`src/rtl/gf180mcu_clkdiv_ctrl.sv`:
```
`default_nettype none
// ============================================================================
//  Module   : gf180mcu_clkdiv_ctrl
//  Purpose  : Programmable glitch-free integer clock divider. Z is a registered
//             divided clock that drives the clkbuf cell directly downstream.
//             Divisor changes and enable/disable only take effect on period
//             boundaries, so no runt pulse can reach the clock tree.
//  Ports    : CLK  - source clock, all state updates on rising edge
//             RN   - asynchronous active-low reset
//             EN   - 1 = run divider, 0 = stop at end of current period
//             DIV  - requested divisor (0 and 1 are treated as 2)
//             LOAD - single-cycle request to adopt DIV
//             ACK  - 1-cycle pulse, requested divisor is now active
//             BUSY - high while a load waits for the period boundary
//             Z    - divided clock output (registered)
//  Revision : 1.0 - initial release
// ============================================================================
module gf180mcu_clkdiv_ctrl #(
  parameter int WIDTH   = 4,
  parameter int DIV_RST = 2
) (
  input  logic             CLK,
  input  logic             RN,
  input  logic             EN,
  input  logic [WIDTH-1:0] DIV,
  input  logic             LOAD,
  output logic             ACK,
  output logic             BUSY,
  output logic             Z
);

  typedef enum logic [1:0] {
    S_OFF   = 2'd0,
    S_RUN   = 2'd1,
    S_PEND  = 2'd2,
    S_DRAIN = 2'd3
  } state_t;

  localparam logic [WIDTH-1:0] C_ONE   = WIDTH'(1);
  localparam logic [WIDTH-1:0] C_TWO   = WIDTH'(2);
  localparam logic [WIDTH:0]   C_ONE_X = (WIDTH+1)'(1);

  state_t           state_q, state_d;
  logic [WIDTH-1:0] cnt_q,    cnt_d;
  logic [WIDTH-1:0] n_q,      n_d;
  logic [WIDTH-1:0] shadow_q, shadow_d;
  logic             z_q,      z_d;
  logic             ack_q,    ack_d;
  logic             busy_q,   busy_d;

  logic [WIDTH-1:0] div_sat;
  logic [WIDTH:0]   half;
  logic             wrap;
  logic [WIDTH-1:0] cnt_nxt;
  logic             z_cnt;

  // Divisors below 2 cannot form a high and a low phase; clamp them.
  assign div_sat = (DIV < C_TWO) ? C_TWO : DIV;

  // H = ceil(N/2), one bit wider so N at full scale cannot overflow.
  assign half    = ({1'b0, n_q} + C_ONE_X) >> 1;
  assign wrap    = (cnt_q == (n_q - C_ONE));
  assign cnt_nxt = wrap ? '0 : (cnt_q + C_ONE);
  // Z is derived from the next count so the output register is aligned with
  // the counter: Z=1 exactly in the cycles where CNT < H.
  assign z_cnt   = ({1'b0, cnt_nxt} < half);

  always_ff @(posedge CLK or negedge RN) begin
    if (!RN) begin
      state_q  <= S_OFF;
      cnt_q    <= '0;
      n_q      <= WIDTH'(DIV_RST);
      shadow_q <= WIDTH'(DIV_RST);
      z_q      <= 1'b0;
      ack_q    <= 1'b0;
      busy_q   <= 1'b0;
    end else begin
      state_q  <= state_d;
      cnt_q    <= cnt_d;
      n_q      <= n_d;
      shadow_q <= shadow_d;
      z_q      <= z_d;
      ack_q    <= ack_d;
      busy_q   <= busy_d;
    end
  end

  always_comb begin
    state_d  = state_q;
    cnt_d    = cnt_q;
    n_d      = n_q;
    shadow_d = shadow_q;
    z_d      = z_q;
    ack_d    = 1'b0;
    busy_d   = busy_q;

    case (state_q)
      S_OFF: begin
        cnt_d = '0;
        z_d   = 1'b0;
        if (LOAD) begin
          n_d   = div_sat;
          ack_d = 1'b1;
        end
        if (EN) begin
          // First period starts right away: CNT=0 with Z high.
          state_d = S_RUN;
          z_d     = 1'b1;
        end
      end

      S_RUN: begin
        cnt_d = cnt_nxt;
        z_d   = z_cnt;
        if (LOAD) begin
          if (wrap) begin
            // Already at the boundary: switch now, new period begins with ACK.
            n_d     = div_sat;
            ack_d   = 1'b1;
            state_d = EN ? S_RUN : S_DRAIN;
          end else begin
            shadow_d = div_sat;
            busy_d   = 1'b1;
            state_d  = S_PEND;
          end
        end else if (!EN) begin
          if (wrap) begin
            // Current period ends on this edge; stop here instead of
            // starting another one just to drain it.
            state_d = S_OFF;
            z_d     = 1'b0;
          end else begin
            state_d = S_DRAIN;
          end
        end
      end

      S_PEND: begin
        // LOAD is ignored here; the shadow is applied at the next boundary
        // whether or not EN is still high.
        cnt_d = cnt_nxt;
        z_d   = z_cnt;
        if (wrap) begin
          n_d     = shadow_q;
          ack_d   = 1'b1;
          busy_d  = 1'b0;
          state_d = EN ? S_RUN : S_DRAIN;
        end
      end

      S_DRAIN: begin
        cnt_d = cnt_nxt;
        z_d   = z_cnt;
        if (LOAD && !wrap) begin
          shadow_d = div_sat;
          busy_d   = 1'b1;
          state_d  = S_PEND;
        end else if (wrap) begin
          z_d     = 1'b0;
          state_d = S_OFF;
          if (LOAD) begin
            n_d   = div_sat;
            ack_d = 1'b1;
          end
        end else if (EN) begin
          // Re-enabled mid-period: keep counting, Z is undisturbed.
          state_d = S_RUN;
        end
      end

      default: begin
        state_d = S_OFF;
        cnt_d   = '0;
        z_d     = 1'b0;
        busy_d  = 1'b0;
      end
    endcase
  end

  assign ACK  = ack_q;
  assign BUSY = busy_q;
  assign Z    = z_q;

endmodule
`default_nettype wire
```
`config.mk`:
```
export PLATFORM = sky130hd
export DESIGN_NAME = gf180mcu_clkdiv_ctrl
export DESIGN_NICKNAME = d
export VERILOG_FILES = /design/src/rtl/gf180mcu_clkdiv_ctrl.sv
export SDC_FILE = /design/constraint.sdc
export NUM_CORES = 1
export LEC_CHECK = 0
export BUFFER_PORTS_ARGS = -buffer_cell sky130_fd_sc_hd__buf_2
export CORE_ASPECT_RATIO = 0.75
export CORE_MARGIN = 2
export CORE_UTILIZATION = 36
export CTS_BUF_LIST = sky130_fd_sc_hd__clkbuf_16
export DETAILED_ROUTE_END_ITERATION = 7
export PLACE_DENSITY = 0.54
export SYNTH_ARGS = -nofsm -noshare
export SYNTH_HDL_FRONTEND = slang
export SYNTH_SLANG_ARGS = --single-unit
```
`constraint.sdc`:
```
create_clock -name CLK -period 7.8 [get_ports CLK]
set_clock_uncertainty 0.05 [all_clocks]
set_input_delay 1.56 -clock CLK [delete_from_list [all_inputs] [get_ports CLK]]
set_output_delay 1.56 -clock CLK [all_outputs]
set_load 0.01 [all_outputs]
```
; Word level (Yosys, flattened, before mapping)
; Index checks and enable logic that the tools add are counted.
[classes]
addsub = 3
magnitude_cmp = 2
eq_ne = 12
mux = 41
reduce_logical = 10
[op_table]
columns = cell, n
row1 = $mux 4, 11
row2 = $mux 2, 9
row3 = $pmux 4 s2, 2
row4 = $pmux 4 s4, 1
row5 = $mux 1, 14
row6 = $ne 2x2->1 const B, 7
row7 = $reduce_and 5->1, 2
row8 = $pmux 1 s4, 2
row9 = $pmux 2 s4, 1
row10 = $add 4x1->5 const B, 1
row11 = $add 4x1->4 const B, 1
row12 = $eq 2x2->1 const B, 2
row13 = $eq 4x4->1, 1
row14 = $lt 4x2->1 const B, 1
row15 = $lt 4x4->1, 1
row16 = $reduce_and 4->1, 1
row17 = $sub 4x1->4 const B, 1
row18 = $ne 3x3->1 const B, 1
row19 = $pmux 1 s3, 1
row20 = $reduce_bool 3->1, 1
row21 = $reduce_or 3->1, 1
row22 = $eq 2x1->1 const B, 1
row23 = $logic_not 2->1, 1
row24 = $reduce_and 2->1, 1
row25 = 3 further kinds, 3
[word_totals]
regBits = 17
in_bits = 8
out_inout_bits = 3
wordCells = 75

; Depth between registers and ports, before layout
; Gate-level depths: netlist of the first run.
[logic_depth]
word_depth = 8
depth_mapped = 12
depth_no_buf = 11

; Worst setup path before layout of the first run
; OpenSTA, ideal clock, no wires.
[synth_timing]
path_type = input port to flip-flop
start = input port LOAD
end = register shadow_q[2]
setup_ns = 0.125
arrival_ns = 2.507
required_time_ns = 7.625
setup_slack_ns = 5.118
cell_stages = 5
path_buffers = 0
path_cell_list = ha_1 nand2b_1 nand3_1 o2bb2ai_2 mux2_2
[synth_via]
elab_chain_len = 3
elab_cells_between_ends = 4
classes_between = 2 x eq/ne / 2 x reduce/logical
[synth_lines]
columns = element, line
row1 = "start, declared", 26  ; input logic LOAD,
row2 = $logic_and 1x1->1, 154  ; if (LOAD && !wrap) begin
row3 = $ne 2x2->1 (no line), --
row4 = $reduce_and 4->1 (no line) (*), --
row5 = "end signal, assigned", 73  ; shadow_q <= WIDTH'(DIV_RST);
row6 = "end signal, assigned", 81  ; shadow_q <= shadow_d;
row7 = "end, declared", 46  ; logic [WIDTH-1:0] shadow_q, shadow_d;
; Every way passes the cells marked *; elsewhere a longest branch is shown, timed or not.
; A chain may end at the register's enable or synchronous reset.

; Worst setup path in the final report of the first run
[layout_timing]
start = register n_q[1]
end = register z_q (netlist: Z)
[layout_via]
elab_chain_len = 8
elab_cells_between_ends = 12
classes_between = 2 x add/sub / 1 x order compare / 1 x eq/ne / 6 x mux / 2 x reduce/logical
[layout_lines]
columns = element, line
row1 = "start, declared", 45  ; logic [WIDTH-1:0] n_q, n_d;
row2 = "start signal, assigned", 72  ; n_q <= WIDTH'(DIV_RST);
row3 = "start signal, assigned", 80  ; n_q <= n_d;
row4 = $sub 4x1->4, 62  ; assign wrap = (cnt_q == (n_q - C_ONE));
row5 = $eq 4x4->1, 62
row6 = $mux 4, 63  ; assign cnt_nxt = wrap ? '0 : (cnt_q + C_ONE);
row7 = $lt 4x4->1, 66  ; assign z_cnt = ({1'b0, cnt_nxt} < half);
row8 = $mux 1, "127, 158"
row9 = $mux 1, 126  ; end else if (!EN) begin
row10 = $mux 1, 115  ; if (LOAD) begin
row11 = $pmux 1 s4 (*), 97  ; case (state_q)
row12 = via z_d, 47  ; logic z_q, z_d;
row13 = "end signal, assigned", 82  ; z_q <= z_d;
row14 = "end, declared", 47
; The timed path passes the listed nets; every way through them passes the cells marked *.

==> flow_summary_export.csv, run 1 <==
group,metric,value,unit
run_status,status,"complete, no violations",
pwr,power.density,497,nW/um^2
yosys,syn_area_per_cell,9.93,um^2
sta,fmax,355,MHz
cts,cts_resized,0,
cts,cts_num_sinks,17,
die,io_pins,11,
die,start_util,0.380,
die,num_rows,17,
critical_path,crit_type,"flip-flop to flip-flop",
place,io_buffers,10,
yosys,syn-instance-count,113,
critical_path,reg2reg_to,"Z",
finish,final_common_cell,"dfrtp_1",
sta,max_slew_margin,0.684,
worst_hold_path,min_from,"shadow_q[1]",
route,drtPass1Iterations,4,
route,drc,0,
sta,hold_viol,0,
global_route,grt_pass1_vias,808,
route,wl,2110,um
route,drtIter0Drc,43,
die,die_area,3580,um^2
yosys,ys_seq_area_frac,0.381,
yosys,synth_flop_cell,"dfrtp_1",
finish,final_nets,139,
critical_path,arrival,2.90,ns
critical_path,r2r_slack,4.98,ns
cts,clk_pin_slew,0.05,ns
route,ant_nets,0,
sta,setup-tns-final,0,ns
worst_hold_path,hold_depth,2,
finish,fill_cells,285,
finish,diodes,0,
cts,cts_tree,"built",
finish,final_cell_mix,"dfrtp_1 (15), nor2_1 (13), nand2_1 (10), buf_2 (10), inv_1 (9)",
yosys,yosysWarnings,0,
pwr,peakVddDrop,167,uV
sta,min_period_over_period,0.361,
pwr,p_leak,0.000594,uW
critical_path,r2r_cells,10,
cts,worstSkewPairLatency,0.24,ns
sta,rsz0062_at_grt,"no",
sta,slew_violations,0,
cts,h-tree-depth,1,
cts,cts_buffers,3,
yosys,async_flop_share,1.00,
yosys,synth-edff-count,0,
finish,fin_area,1270,um^2
die,die_h,52.4,um
global_route,grt_overflow,0,
yosys,synth_area,1120,um^2
critical_path,start_kind,"flip-flop",
global_route,grt_usage,0.142,
place,placed_area,1190,um^2
finish,area_delta_synth_final,13.3,%
sta,setup_violations,0,
worst_hold_path,min_to,"shadow_q[1]",
critical_path,required,7.88,ns
cts,root_buffer,"clkbuf_16",
sta,period_needed,2.82,ns
die,die_w,68.5,um
global_route,grt_first_pass_wirelength,3650,um
global_route,antenna_found_initial,0,
sta,tightest_slew,0.469,ns
die,design.core.area,2960,um^2
cts,cts_setup_buffers,0,
finish,layout-drive-gt1-share,0.230,
place,dp_hpwl,1630,um
global_route,grt_max_degree,18,
critical_path,end_kind,"flip-flop",
route,wl_per_cell,13.2,um
critical_path,critPathMaxFanout,13,
yosys,ys_ff_latch,17,
run,cap_violations,0,
yosys,ys_types,33,
place,gp_congestion,0.792,
cts,clock_path_buffers,2,
critical_path,reg2reg_from,"n_q[1]",
yosys,syn_nets,129,
cts,cts-hold-fix-buffers,0,
worst_hold_path,hold_class,"flip-flop to flip-flop",
route,vias,807,
route,vias_per_cell,5.04,
power breakdown:
| part | switching, uW | internal, uW | total [uW] |
|---|---|---|---|
| Clock | 31.4 | 67.9 | 99.3 |
| Combinational | 173 | 169 | 342 |
| Sequential | 53.7 | 136 | 190 |
cells in the mapped netlist, types with 2 or more instances:
| library cell | count | area share |
|---|---|---|
| clkbuf_1 | 2 | 0.0067 |
| nor2_1 | 13 | 0.043 |
| mux2i_1 | 5 | 0.045 |
| nand2_1 | 10 | 0.033 |
| xor2_1 | 5 | 0.039 |
| ha_1 | 8 | 0.089 |
| nand3_1 | 5 | 0.022 |
| inv_1 | 8 | 0.027 |
| nand2b_1 | 3 | 0.017 |
| mux2_2 | 7 | 0.070 |
| dfstp_2 | 2 | 0.047 |
| o21ai_0 | 7 | 0.031 |
| xnor2_1 | 4 | 0.031 |
| dfrtp_1 | 15 | 0.33 |
worst max-delay path by stage:
stage                     startpoint     endpoint  slack, ns  cells past startpoint
after floorplan                 LOAD  shadow_q[2]       5.12                      5
after global placement          LOAD  shadow_q[2]       4.88                      6
after detailed placement        LOAD  shadow_q[3]       4.82                      6
after CTS                     n_q[1]            Z       4.98                     10
after global routing          n_q[1]            Z       4.80                     10
final                         n_q[1]            Z       4.98                     10
kinds of logic (layout without fill, tap and decap cells):
family | after synthesis | in the layout | share of synthesized area
and+or+nand+nor | 33 | 33 | 0.136
DFF | 17 | 17 | 0.381
xor gates and xnor gates | 10 | 10 | 0.0847
muxes | 12 | 12 | 0.115
adders and majority gates | 8 | 8 | 0.0892
AOI/OAI and AO/OA | 19 | 19 | 0.139
buffers and inverters | 14 | 23 | 0.0546
through the flow:
step	cells	util	hold slack (ns)	setup WS, ns	total power [uW]
after floorplan	113	-	0.392	5.12	472
after global placement	156	0.403	0.422	4.88	524
after detailed placement	156	0.403	0.421	4.82	534
after CTS	160	0.430	0.429	4.98	638
after global routing	160	0.430	0.462	4.80	693
final	160	0.430	0.420	4.98	631
area by class of cell:
| class | count | area, um^2 | share of cell area |
|---|---|---|---|
| multi-input combinational | 82 | 633 | 0.498 |
| sequential | 17 | 428 | 0.337 |
| clock buffer | 3 | 75.1 | 0.0591 |
| timing repair buffer | 10 | 50.0 | 0.0394 |
| tap | 38 | 47.5 | 0.0374 |
| inverter | 9 | 33.8 | 0.0266 |
| clock inverter | 1 | 3.75 | 0.00295 |
worst max-delay path, stage by stage, from the launching register on:
cell and delay (ns):
dfstp_2 0.56, inv_1 0.06, ha_1 0.33, xor2_1 0.21, nand4_2 0.21, inv_2 0.26, nor2_1 0.09, ha_1 0.30
nand2_1 0.05, a311o_1 0.32, a32o_1 0.26
routing by layer:
metal  GRT usage  share of wire  up-vias
met1       0.190           0.50      384
met4      0.0400         0.0066        0
met3      0.0452          0.047        2
li1            -              -      402
met5           0              0        -
met2       0.218           0.45       19
sequential cells by signal (all words and copies together) (netlist names):
| register | flops |
|---|---|
| BUSY | 1 |
| ACK | 1 |
| state_q | 2 |
| Z | 1 |
| cnt_q | 4 |
| n_q | 4 |
| shadow_q | 4 |
Note: power is estimated with default switching activity, not from simulation.
==> run 2: changes to the inputs <==
- ABC_AREA: unset -> 1
- clock period: 7.8 -> 2.75 ns (I/O delays scaled with it)
==> run 2 against run 1 <==
Sequential cell count unchanged. Fmax increased by 14%. First-iteration DRC count shrank 30%. Non-clock buffer count unchanged. Via count grew 26%. Register-to-register slack got worse by 4.7 ns. Critical path type unchanged. Largest power group unchanged.
==> flow_summary_export.csv, run 2 <==
group,metric,value,unit
critical_path,crit_type,"flip-flop to flip-flop",
run_status,status,"complete, no violations",
yosys,yosys.area.top_type_share,0.314,
pwr,power.switching,813,uW
finish,reg_top3,"cnt_q: 4 flops, n_q: 4 flops, shadow_q: 4 flops",
critical_path,start_kind,"flip-flop",
finish,multi_input_area,673,um^2
finish,layout-drive-gt1-share,0.176,
sta,fmax,406,MHz
critical_path,r2r_cells,14,
yosys,yosysWarnings,0,
worst_hold_path,hold_class,"input port to asynchronous set/reset pin",
route,vias_per_cell,4.96,
finish,instances_no_fill,205,
global_route,antenna_found_initial,0,
yosys,synth-edff-count,0,
route,ant_nets,0,
route,wl_per_cell,11.7,um
finish,diodes,0,
sta,hold_viol,0,
sta,rsz0062_at_grt,"no",
critical_path,required,2.89,ns
place,dp_slack,0.313,ns
critical_path,r2r_slack,0.28,ns
route,vias,1017,
critical_path,end_kind,"flip-flop",
critical_path,reg2reg_to,"Z",
yosys,synth.largest_area_cell,"dfrtp_1",
yosys,synth_area_leaders,"dfrtp_1 (31%), nand2_1 (12%), ha_1 (8.4%)",
yosys,ys_ff_latch,17,
cts,cts_num_sinks,17,
sta,slew_violations,0,
route,drc,0,
sta,setup_ws,0.284,ns
sta,max_slew_margin,0.670,
pwr,p_leak,0.000690,uW
die,die_area,3800,um^2
yosys,syn_area_per_cell,7.77,um^2
critical_path,critPathMaxFanout,10,
sta,tightest_slew,0.493,ns
cts,worstSkewPairLatency,0.24,ns
global_route,grt_overflow,0,
critical_path,reg2reg_from,"n_q[1]",
finish,postLayoutCoreUtil,0.419,
cts,cts-hold-fix-buffers,0,
yosys,ys_seq_area_frac,0.358,
place,gp_congestion,0.878,
die,start_util,0.369,
place,dp.cells,201,
route,wl,2390,um
run,cap_violations,0,
finish,final_cell_mix,"nand2_1 (38), inv_1 (19), dfrtp_1 (15), nor2_1 (14), nand3_1 (11)",
die,design.core.area,3240,um^2
route,drtIter0Drc,30,
pwr,peakVddDrop,707,uV
yosys,ys_types,32,
finish,regArea,428,um^2
yosys,syn_nets,170,
pwr,pwr-share-comb,0.545,
yosys,synthMostInstantiatedCell,"nand2_1",
pwr,power.density,1300,nW/um^2
sta,min_period_over_period,0.897,
cts,clock_path_buffers,2,
die,die_h,53.9,um
pwr,seqPwrFrac,0.295,
pwr,clkPwrFrac,0.161,
global_route,grt_first_pass_wirelength,4220,um
yosys,syn-instance-count,154,
cts,cts_setup_buffers,0,
finish,area_delta_synth_final,13.7,%
route,drtPass1Iterations,4,
sta,period_needed,2.47,ns
cts,cts_resized,0,
finish,fill_cells,335,
pwr,swShare,0.459,
yosys,synth_area,1200,um^2
finish,final_nets,182,
global_route,grt_pass1_vias,947,
yosys,netlist_top_cells_count,"nand2_1 (38), inv_1 (18), dfrtp_1 (15)",
pwr,p_int,958,uW
cts,h-tree-depth,1,
place,dp_hpwl,1800,um
cts,clk_pin_slew,0.05,ns
die,die_w,70.6,um
global_route,grt_usage,0.144,
global_route,grt_max_degree,18,
sta,setup-tns-final,0,ns
cts,root_buffer,"clkbuf_16",
finish,final_common_cell,"nand2_1",
critical_path,arrival,2.60,ns
sta,whs,0.171,ns
die,num_rows,18,
sta,setup_violations,0,
yosys,async_flop_share,1.00,
die,io_pins,11,
cts,cts_buffers,3,
yosys,synth_flop_cell,"dfrtp_1",
place,io_buffers,10,
cts,cts_tree,"built",
[run 2: per-stage QoR]
stage          instance area [um^2]  power, uW
4_1_cts                        1360       1790
5_1_grt                        1360       1970
3_5_place_dp                   1280       1490
3_3_place_gp                   1280       1480
2_1_floorplan                  1200       1300
6_report                       1360       1770
[run 2: power groups by stage]
stage	sequential, uW	clock, uW	combinational (uW)
after floorplan	458	0	842
after global placement	520	0	955
after detailed placement	524	0	962
after CTS	521	294	972
after global routing	549	308	1120
final	522	285	964
[run 2: routing by layer]
metal,wire length [um],vias to the layer above,track usage
met4,10,0,0.0346
met3,75,2,0.0431
met5,0,-,0
met1,1160,473,0.179
li1,-,529,-
met2,1150,13,0.250
[run 2: worst max-delay path, stage by stage (launching register included)]
cell,delay [ns]
dfstp_2,0.55
inv_1,0.06
ha_1,0.30
or2_2,0.31
nand3_2,0.10
nor2_4,0.05
nand2_4,0.13
inv_6,0.07
nor2_1,0.09
ha_1,0.24
a211oi_1,0.24
nand2_1,0.07
inv_1,0.05
nand2_1,0.04
nand2_1,0.04
[run 2: worst max-delay path by stage]
stage | endpoint | cells past startpoint | from | slack [ns]
2_1_floorplan | Z | 14 | n_q[1] | 0.43
5_1_grt | Z | 14 | n_q[1] | 0.13
6_report | Z | 14 | n_q[1] | 0.28
3_5_place_dp | Z | 14 | n_q[1] | 0.31
3_3_place_gp | Z | 14 | n_q[1] | 0.35
4_1_cts | Z | 14 | n_q[1] | 0.28
[run 2: kinds of logic (layout without fill, tap and decap cells)]
logic type                 count (synthesis)  in the layout  synth area share
and+or+nand+nor                           82             82             0.326
buffers and inverters                     23             34            0.0795
AOI/OAI and AO/OA                         18             18             0.109
DFF                                       17             17             0.358
adders and majority gates                  8              8            0.0837
xor gates and xnor gates                   6              6            0.0439
[run 2: final cells by class]
| type | instances | share of cell area |
|---|---|---|
| Multi-Input combinational cell | 114 | 0.495 |
| Clock buffer | 3 | 0.0552 |
| Inverter | 20 | 0.0589 |
| Sequential cell | 17 | 0.315 |
| Timing Repair Buffer | 10 | 0.0368 |
| Tap cell | 40 | 0.0368 |
| Clock inverter | 1 | 0.00276 |
